File: src/rtl/audio_mix_sched_if.sv
// Bundles the producer slots and the serializer handshake of audio_mix_sched.
// master = producers/serializer side, slave = the mixer.
interface audio_mix_sched_if #(
  parameter int NUM_SRC = 4,
  parameter int DW      = 16
);
  logic                  frame_i;
  logic [NUM_SRC-1:0]    src_valid_i;
  logic [NUM_SRC*DW-1:0] src_data_i;
  logic [NUM_SRC-1:0]    src_mute_i;
  logic [NUM_SRC-1:0]    src_ready_o;
  logic [DW-1:0]         sample_o;
  logic                  sample_valid_o;
  logic                  busy_o;
  logic                  clip_o;
  logic                  overrun_o;
  logic [7:0]            underrun_cnt_o;

  modport master (
    output frame_i, src_valid_i, src_data_i, src_mute_i,
    input  src_ready_o, sample_o, sample_valid_o, busy_o, clip_o,
           overrun_o, underrun_cnt_o
  );

  modport slave (
    input  frame_i, src_valid_i, src_data_i, src_mute_i,
    output src_ready_o, sample_o, sample_valid_o, busy_o, clip_o,
           overrun_o, underrun_cnt_o
  );
endinterface

File: src/rtl/audio_mix_sched.sv
// Per-frame scheduler/mixer: visits each source once per frame, saturating sum.
// Optional macro AUDIO_MIX_HOLD_TIMEOUT_EN silences sources stalled for HOLD_FRAMES frames.
module audio_mix_sched #(
  parameter int NUM_SRC     = 4,
  parameter int DW          = 16,
  parameter int HOLD_FRAMES = 65535
) (
  input logic              clk_i,
  input logic              rst_ni,
  audio_mix_sched_if.slave bus
);
  localparam int AW = DW + 3;
  localparam int IW = (NUM_SRC > 1) ? $clog2(NUM_SRC) : 1;
  localparam logic signed [AW-1:0] ACC_MAX = {4'b0000, {(DW-1){1'b1}}};
  localparam logic signed [AW-1:0] ACC_MIN = {4'b1111, {(DW-1){1'b0}}};

  typedef enum logic [1:0] {IDLE, ACCUM, SAT, OUT} state_t;

  state_t                r_state, w_state_next;
  logic [IW-1:0]         r_idx;
  logic signed [AW-1:0]  r_acc;
  logic [DW-1:0]         r_hold [NUM_SRC];
  logic [NUM_SRC-1:0]    r_fresh, r_taken;
  logic [DW-1:0]         r_sample;
  logic                  r_valid, r_clip, r_overrun;
  logic [7:0]            r_ucnt;

  logic [NUM_SRC-1:0]    w_ready, w_expired;
  logic                  w_last, w_under, w_hi, w_lo;
  logic [DW-1:0]         w_hold_sel, w_sat;
  logic signed [AW-1:0]  w_addend;

  genvar gi;
  generate
    for (gi = 0; gi < NUM_SRC; gi++) begin : g_ready
      assign w_ready[gi] = !r_fresh[gi] && (r_state == IDLE);
    end
  endgenerate

`ifdef AUDIO_MIX_HOLD_TIMEOUT_EN
  logic [15:0] r_cnt [NUM_SRC];

  always_ff @(posedge clk_i or negedge rst_ni) begin
    if (!rst_ni) begin
      for (int k = 0; k < NUM_SRC; k++) r_cnt[k] <= '0;
    end else if (r_state == OUT) begin
      for (int k = 0; k < NUM_SRC; k++) begin
        if (r_taken[k])
          r_cnt[k] <= 16'(HOLD_FRAMES);
        else if (!bus.src_mute_i[k] && r_cnt[k] != 16'd0)
          r_cnt[k] <= r_cnt[k] - 16'd1;
      end
    end
  end

  // The underrun frame that takes the count from 1 to 0 is already silent, so a
  // single sample plays for at most HOLD_FRAMES frames in total.
  generate
    for (gi = 0; gi < NUM_SRC; gi++) begin : g_exp
      assign w_expired[gi] = !r_taken[gi] && (r_cnt[gi] <= 16'd1);
    end
  endgenerate
`else
  assign w_expired = '0;
`endif

  assign w_last     = (r_idx == IW'(NUM_SRC - 1));
  assign w_hold_sel = r_hold[r_idx];
  assign w_addend   = AW'($signed(w_hold_sel));
  assign w_hi       = (r_acc > ACC_MAX);
  assign w_lo       = (r_acc < ACC_MIN);
  assign w_sat      = w_hi ? ACC_MAX[DW-1:0] : (w_lo ? ACC_MIN[DW-1:0] : r_acc[DW-1:0]);
  assign w_under    = |(~r_taken & ~bus.src_mute_i);

  always_ff @(posedge clk_i or negedge rst_ni) begin
    if (!rst_ni) r_state <= IDLE;
    else         r_state <= w_state_next;
  end

  always_comb begin
    w_state_next = r_state;
    case (r_state)
      IDLE:    if (bus.frame_i) w_state_next = ACCUM;
      ACCUM:   if (w_last) w_state_next = SAT;
      SAT:     w_state_next = OUT;
      OUT:     w_state_next = IDLE;
      default: w_state_next = IDLE;
    endcase
  end

  always_ff @(posedge clk_i or negedge rst_ni) begin
    if (!rst_ni) begin
      r_idx     <= '0;
      r_acc     <= '0;
      r_fresh   <= '0;
      r_taken   <= '0;
      r_sample  <= '0;
      r_valid   <= 1'b0;
      r_clip    <= 1'b0;
      r_overrun <= 1'b0;
      r_ucnt    <= '0;
      for (int k = 0; k < NUM_SRC; k++) r_hold[k] <= '0;
    end else begin
      r_valid <= 1'b0;
      r_clip  <= 1'b0;
      if (bus.frame_i && r_state != IDLE) r_overrun <= 1'b1;

      // Slot loads only happen in IDLE; consumption only in OUT, so they never collide.
      for (int k = 0; k < NUM_SRC; k++) begin
        if (bus.src_valid_i[k] && w_ready[k]) begin
          r_hold[k]  <= bus.src_data_i[k*DW +: DW];
          r_fresh[k] <= 1'b1;
        end else if (r_state == OUT && r_taken[k]) begin
          r_fresh[k] <= 1'b0;
        end
      end

      case (r_state)
        IDLE: if (bus.frame_i) begin
          r_acc   <= '0;
          r_idx   <= '0;
          r_taken <= r_fresh;
        end
        ACCUM: begin
          if (!bus.src_mute_i[r_idx] && !w_expired[r_idx]) r_acc <= r_acc + w_addend;
          r_idx <= r_idx + 1'b1;
        end
        SAT: begin
          r_sample <= w_sat;
          r_clip   <= w_hi || w_lo;
          r_valid  <= 1'b1;
        end
        OUT: if (w_under && r_ucnt != 8'hFF) r_ucnt <= r_ucnt + 8'd1;
        default: ;
      endcase
    end
  end

  assign bus.src_ready_o    = w_ready;
  assign bus.sample_o       = r_sample;
  assign bus.sample_valid_o = r_valid;
  assign bus.busy_o         = (r_state != IDLE);
  assign bus.clip_o         = r_clip;
  assign bus.overrun_o      = r_overrun;
  assign bus.underrun_cnt_o = r_ucnt;
endmodule

File: src/flat_wrapper.sv
// flat-port wrapper written by rule: the top's interface ports become plain ports
module audio_mix_sched_flat 
#(
  parameter int NUM_SRC     = 4,
  parameter int DW          = 16,
  parameter int HOLD_FRAMES = 65535
)
  (clk_i, rst_ni, bus_frame_i, bus_src_valid_i, bus_src_data_i, bus_src_mute_i, bus_src_ready_o, bus_sample_o, bus_sample_valid_o, bus_busy_o, bus_clip_o, bus_overrun_o, bus_underrun_cnt_o);
  audio_mix_sched_if #(.NUM_SRC(NUM_SRC), .DW(DW)) bus_i ();
  input logic clk_i;
  input logic rst_ni;
  input wire logic [$bits(bus_i.frame_i)-1:0] bus_frame_i;
  input wire logic [$bits(bus_i.src_valid_i)-1:0] bus_src_valid_i;
  input wire logic [$bits(bus_i.src_data_i)-1:0] bus_src_data_i;
  input wire logic [$bits(bus_i.src_mute_i)-1:0] bus_src_mute_i;
  output wire logic [$bits(bus_i.src_ready_o)-1:0] bus_src_ready_o;
  output wire logic [$bits(bus_i.sample_o)-1:0] bus_sample_o;
  output wire logic [$bits(bus_i.sample_valid_o)-1:0] bus_sample_valid_o;
  output wire logic [$bits(bus_i.busy_o)-1:0] bus_busy_o;
  output wire logic [$bits(bus_i.clip_o)-1:0] bus_clip_o;
  output wire logic [$bits(bus_i.overrun_o)-1:0] bus_overrun_o;
  output wire logic [$bits(bus_i.underrun_cnt_o)-1:0] bus_underrun_cnt_o;
  assign bus_i.frame_i = bus_frame_i;
  assign bus_i.src_valid_i = bus_src_valid_i;
  assign bus_i.src_data_i = bus_src_data_i;
  assign bus_i.src_mute_i = bus_src_mute_i;
  assign bus_src_ready_o = bus_i.src_ready_o;
  assign bus_sample_o = bus_i.sample_o;
  assign bus_sample_valid_o = bus_i.sample_valid_o;
  assign bus_busy_o = bus_i.busy_o;
  assign bus_clip_o = bus_i.clip_o;
  assign bus_overrun_o = bus_i.overrun_o;
  assign bus_underrun_cnt_o = bus_i.underrun_cnt_o;
  audio_mix_sched #(.NUM_SRC(NUM_SRC), .DW(DW), .HOLD_FRAMES(HOLD_FRAMES)) u_core (.clk_i(clk_i), .rst_ni(rst_ni), .bus(bus_i));
endmodule
File: config.mk
export PLATFORM = sky130hd
export DESIGN_NAME = audio_mix_sched_flat
export DESIGN_NICKNAME = d
export VERILOG_FILES = /design/src/rtl/audio_mix_sched_if.sv /design/src/rtl/audio_mix_sched.sv /design/src/flat_wrapper.sv
export SDC_FILE = /design/constraint.sdc
export NUM_CORES = 1
export LEC_CHECK = 0
export CAP_MARGIN = 15
export CORE_MARGIN = 5
export CORE_UTILIZATION = 53
export DETAILED_ROUTE_END_ITERATION = 7
export PLACE_DENSITY = 0.8
export SYNTH_ARGS = -nofsm -noshare
export SYNTH_HDL_FRONTEND = slang
export SYNTH_SLANG_ARGS = --single-unit
File: constraint.sdc
create_clock -name clk_i -period 4.5 [get_ports clk_i]
set_input_delay 0.9 -clock clk_i [delete_from_list [all_inputs] [get_ports clk_i]]
set_output_delay 0.9 -clock clk_i [all_outputs]
set_load 0.01 [all_outputs]
==> flow_metrics.tcl <==
set metrics [dict create \
    register_area_um2 3050 \
    drc 0 \
    status "complete, no violations" \
    drv_slew 0 \
    clk_pin_slew_ns 0.06 \
    ant_nets 0 \
    core-area_um2 10900 \
    switching_share_pct 36.1 \
    grt_pass1_wl_um 23700 \
    yosysTopAreaCellShare_pct 51.5 \
    power.internal_w 0.00391 \
    syn-num-nets 575 \
    gp_congestion 0.961 \
    start_util_pct 54.5 \
    leakagePower_nw 3.40 \
    setup.worst_path.end_class "flip-flop" \
    avgRoutedWirePerCell_um 19.5 \
    final-hold-violation-count 0 \
    firstDrtPassIters 6 \
    die_w_um 116 \
    dieArea_um2 13400 \
    relSlewSlack_pct 37.9 \
    ys_dominant_reg_cell "dfrtp_1" \
    sequentialPowerShare_pct 32.0 \
    worst_slack_ns 1.00 \
    fp.dieH_um 116 \
    final.fill_count 780 \
    postCtsSetupBuffers 0 \
    ys_async_sr_fraction_pct 100 \
    ir_worst_vdd_v 0.000357 \
    hp-class "in2async" \
    clk_latency_ns 0.52 \
    ios 107 \
    grt_max_degree 55 \
    layout-drive-gt1-share_pct 13.8 \
    cts.sinks 122 \
    tns_ns 0 \
    grt_pass1_vias 4676 \
    ctsHoldBuffers 0 \
    cts_tree "yes" \
    tightest_slew_ns 0.929 \
    worstSetupStartpointType "flip-flop" \
    synth_edf_count 0 \
    finalWirelength_um 14400 \
    nets 686 \
    critPathArrivalTime_ns 3.91 \
    switching_power_w 0.00220 \
    period_share_pct 77.7 \
    yosys.area.top_type "dfrtp_1" \
    cts.path.max_buffers 2 \
    portBuffers 106 \
    hpwl_um 10200 \
    ys_seq_elements 122 \
    cts_made_buffers 17 \
    ctsResizeCount 0 \
    multi_input_area_um2 2720 \
    cp_max_fo 20 \
    synthCells 474 \
    drv_cap 0 \
    syn_area_um2 5930 \
    cts_max_level 4 \
    drtIter0Drc 273 \
    grtUsageTotal_pct 23.2 \
    p_clk_share_pct 23.4 \
    crit_required_ns 4.91 \
    p_comb_share_pct 44.7 \
    path_class "reg2reg" \
    setup_viol 0 \
    yosys_warnings 0 \
    cts-root-buf "clkbuf_8" \
    rsz0062_at_grt "no" \
    max_freq_mhz 286 \
    ys_types 44 \
    num_rows 38 \
    place_ws_ns 1.00 \
    holdWs_ns 0.392 \
    yosysSeqAreaShare_pct 51.5 \
    grt-ovfl-total 0 \
    fin_crit_ns 3.50 \
    area_delta_synth_final_pct 30.7 \
    synth_area_per_cell_um2 12.5 \
    power.density_nw_per_um2 789 \
    num_antenna_cells 0 \
    vias_per_cell 5.79 \
    final_core_util_pct 71.2 \
    power.total_w 0.00611 \
    synthTopCellsByArea "dfrtp_1 (51%), mux2_1 (8.4%), mux4_2 (6.5%)" \
    finClkSkew_ns 0.00667 \
    antenna_found_initial 0 \
    num_vias 4259 \
]
==> cell type report <==
type	instances	area share [%]
Clock buffer	23	6.28
Inverter	22	1.07
Clock inverter	7	1.78
Sequential cell	122	39.4
Multi-Input combinational cell	311	35.1
Tap cell	140	2.26
Timing Repair Buffer	111	14.1
==> critical path: stages, from the launching register on <==
cell and delay [ns]:
dfrtp_1 0.91, mux4_2 0.42, ha_1 0.23, fa_1 0.42, a21o_1 0.23, a221oi_4 0.30
o31ai_2 0.14, a31o_1 0.28, a31oi_1 0.21, xnor2_1 0.08, a22o_1 0.17
==> layer usage <==
layer	track usage (%)	wire, um	share of wire [%]	vias up
met5	0	0	0	-
met4	5.88	214	1.5	0
met1	29.1	5720	40	2116
met2	39.1	7390	51	160
met3	7.83	1050	7.3	27
li1	-	-	-	1956
==> cells in the mapped netlist (all sizes together) (3+ instances only) <==
master  number
nand4        3
and3         3
mux2        70
xnor2       15
o21ai       11
buf          5
nor4         3
dfrtp      122
nand2       35
mux4        17
a21oi       20
a21o         6
o22ai       18
and2         3
nand3        7
a31oi        4
nor2        23
inv         22
ha          25
a22o        16
xor2         8
clkbuf      14
==> sequential cells by signal, indices dropped and copies added (netlist names) <==
register	count
u_core.bus.overrun_o	1
u_core.bus.sample_o	16
u_core.bus.sample_valid_o	1
u_core.r_acc	19
u_core.r_idx	2
u_core.bus.clip_o	1
u_core.r_fresh	4
u_core.r_taken	4
u_core.bus.underrun_cnt_o	8
u_core.r_state	2
u_core.r_hold	64
==> layout by cell type, fill, tap and decap left out, types with 3 or more instances in the layout <==
cell and instances:
mux2_2 26, o21ai_0 8, buf_4 6, clkdlybuf4s50_1 105
bufinv_16 4, nand2_1 35, nor4_1 3, o22ai_1 18
a31oi_1 4, xnor2_1 15, clkbuf_8 6, nand3_1 7
a21oi_1 20, clkbuf_16 16, a22o_1 16, and2_1 3
inv_1 21, nor2_1 23, ha_1 25, a21o_1 6
mux2_1 44, dfrtp_1 122, xor2_1 8, nand4_1 3
and3_1 3, mux4_2 17
==> power groups by stage <==
stage          Clock, W  Sequential (W)  Combinational, W
6_report        0.00143         0.00195           0.00273
3_5_place_dp          0         0.00195           0.00268
3_3_place_gp          0         0.00192           0.00257
2_1_floorplan         0         0.00184           0.00194
5_1_grt         0.00149         0.00201           0.00301
4_1_cts         0.00144         0.00195           0.00274
==> path summary, 6_finish.rpt <==
check,start,endpoint,slack [ns],cells after the start
setup / recovery,u_core.r_idx[1],u_core.r_acc[14],1.00,10
hold / removal,rst_ni,u_core.r_hold[28],0.39,1
setup reg to reg,u_core.r_idx[1],u_core.r_acc[14],1.00,10
hold reg to reg,u_core.bus.overrun_o,u_core.bus.overrun_o,0.46,1
max in group asynchronous,rst_ni,u_core.r_hold[45],3.10,2
min in group clk_i,u_core.bus.overrun_o,u_core.bus.overrun_o,0.46,1
==> per-stage QoR <==
step / cells / instance area, um2
after floorplan: 474 / 5930
after global placement: 706 / 7130
after detailed placement: 706 / 7130
after CTS: 736 / 7750
after global routing: 736 / 7750
final: 736 / 7750
==> cell families (layout without fill, tap and decap cells) <==
group | count (synthesis) | count (layout) | synth area share [%]
DFF | 122 | 122 | 51.5
buffers and inverters | 41 | 163 | 2.66
muxes | 88 | 88 | 19.9
and+or+nand+nor | 85 | 85 | 6.54
adders and majority gates | 26 | 26 | 5.61
AOI/OAI and AO/OA | 89 | 89 | 10.4
xor gates and xnor gates | 23 | 23 | 3.40
(Power assumes the default switching activity.)
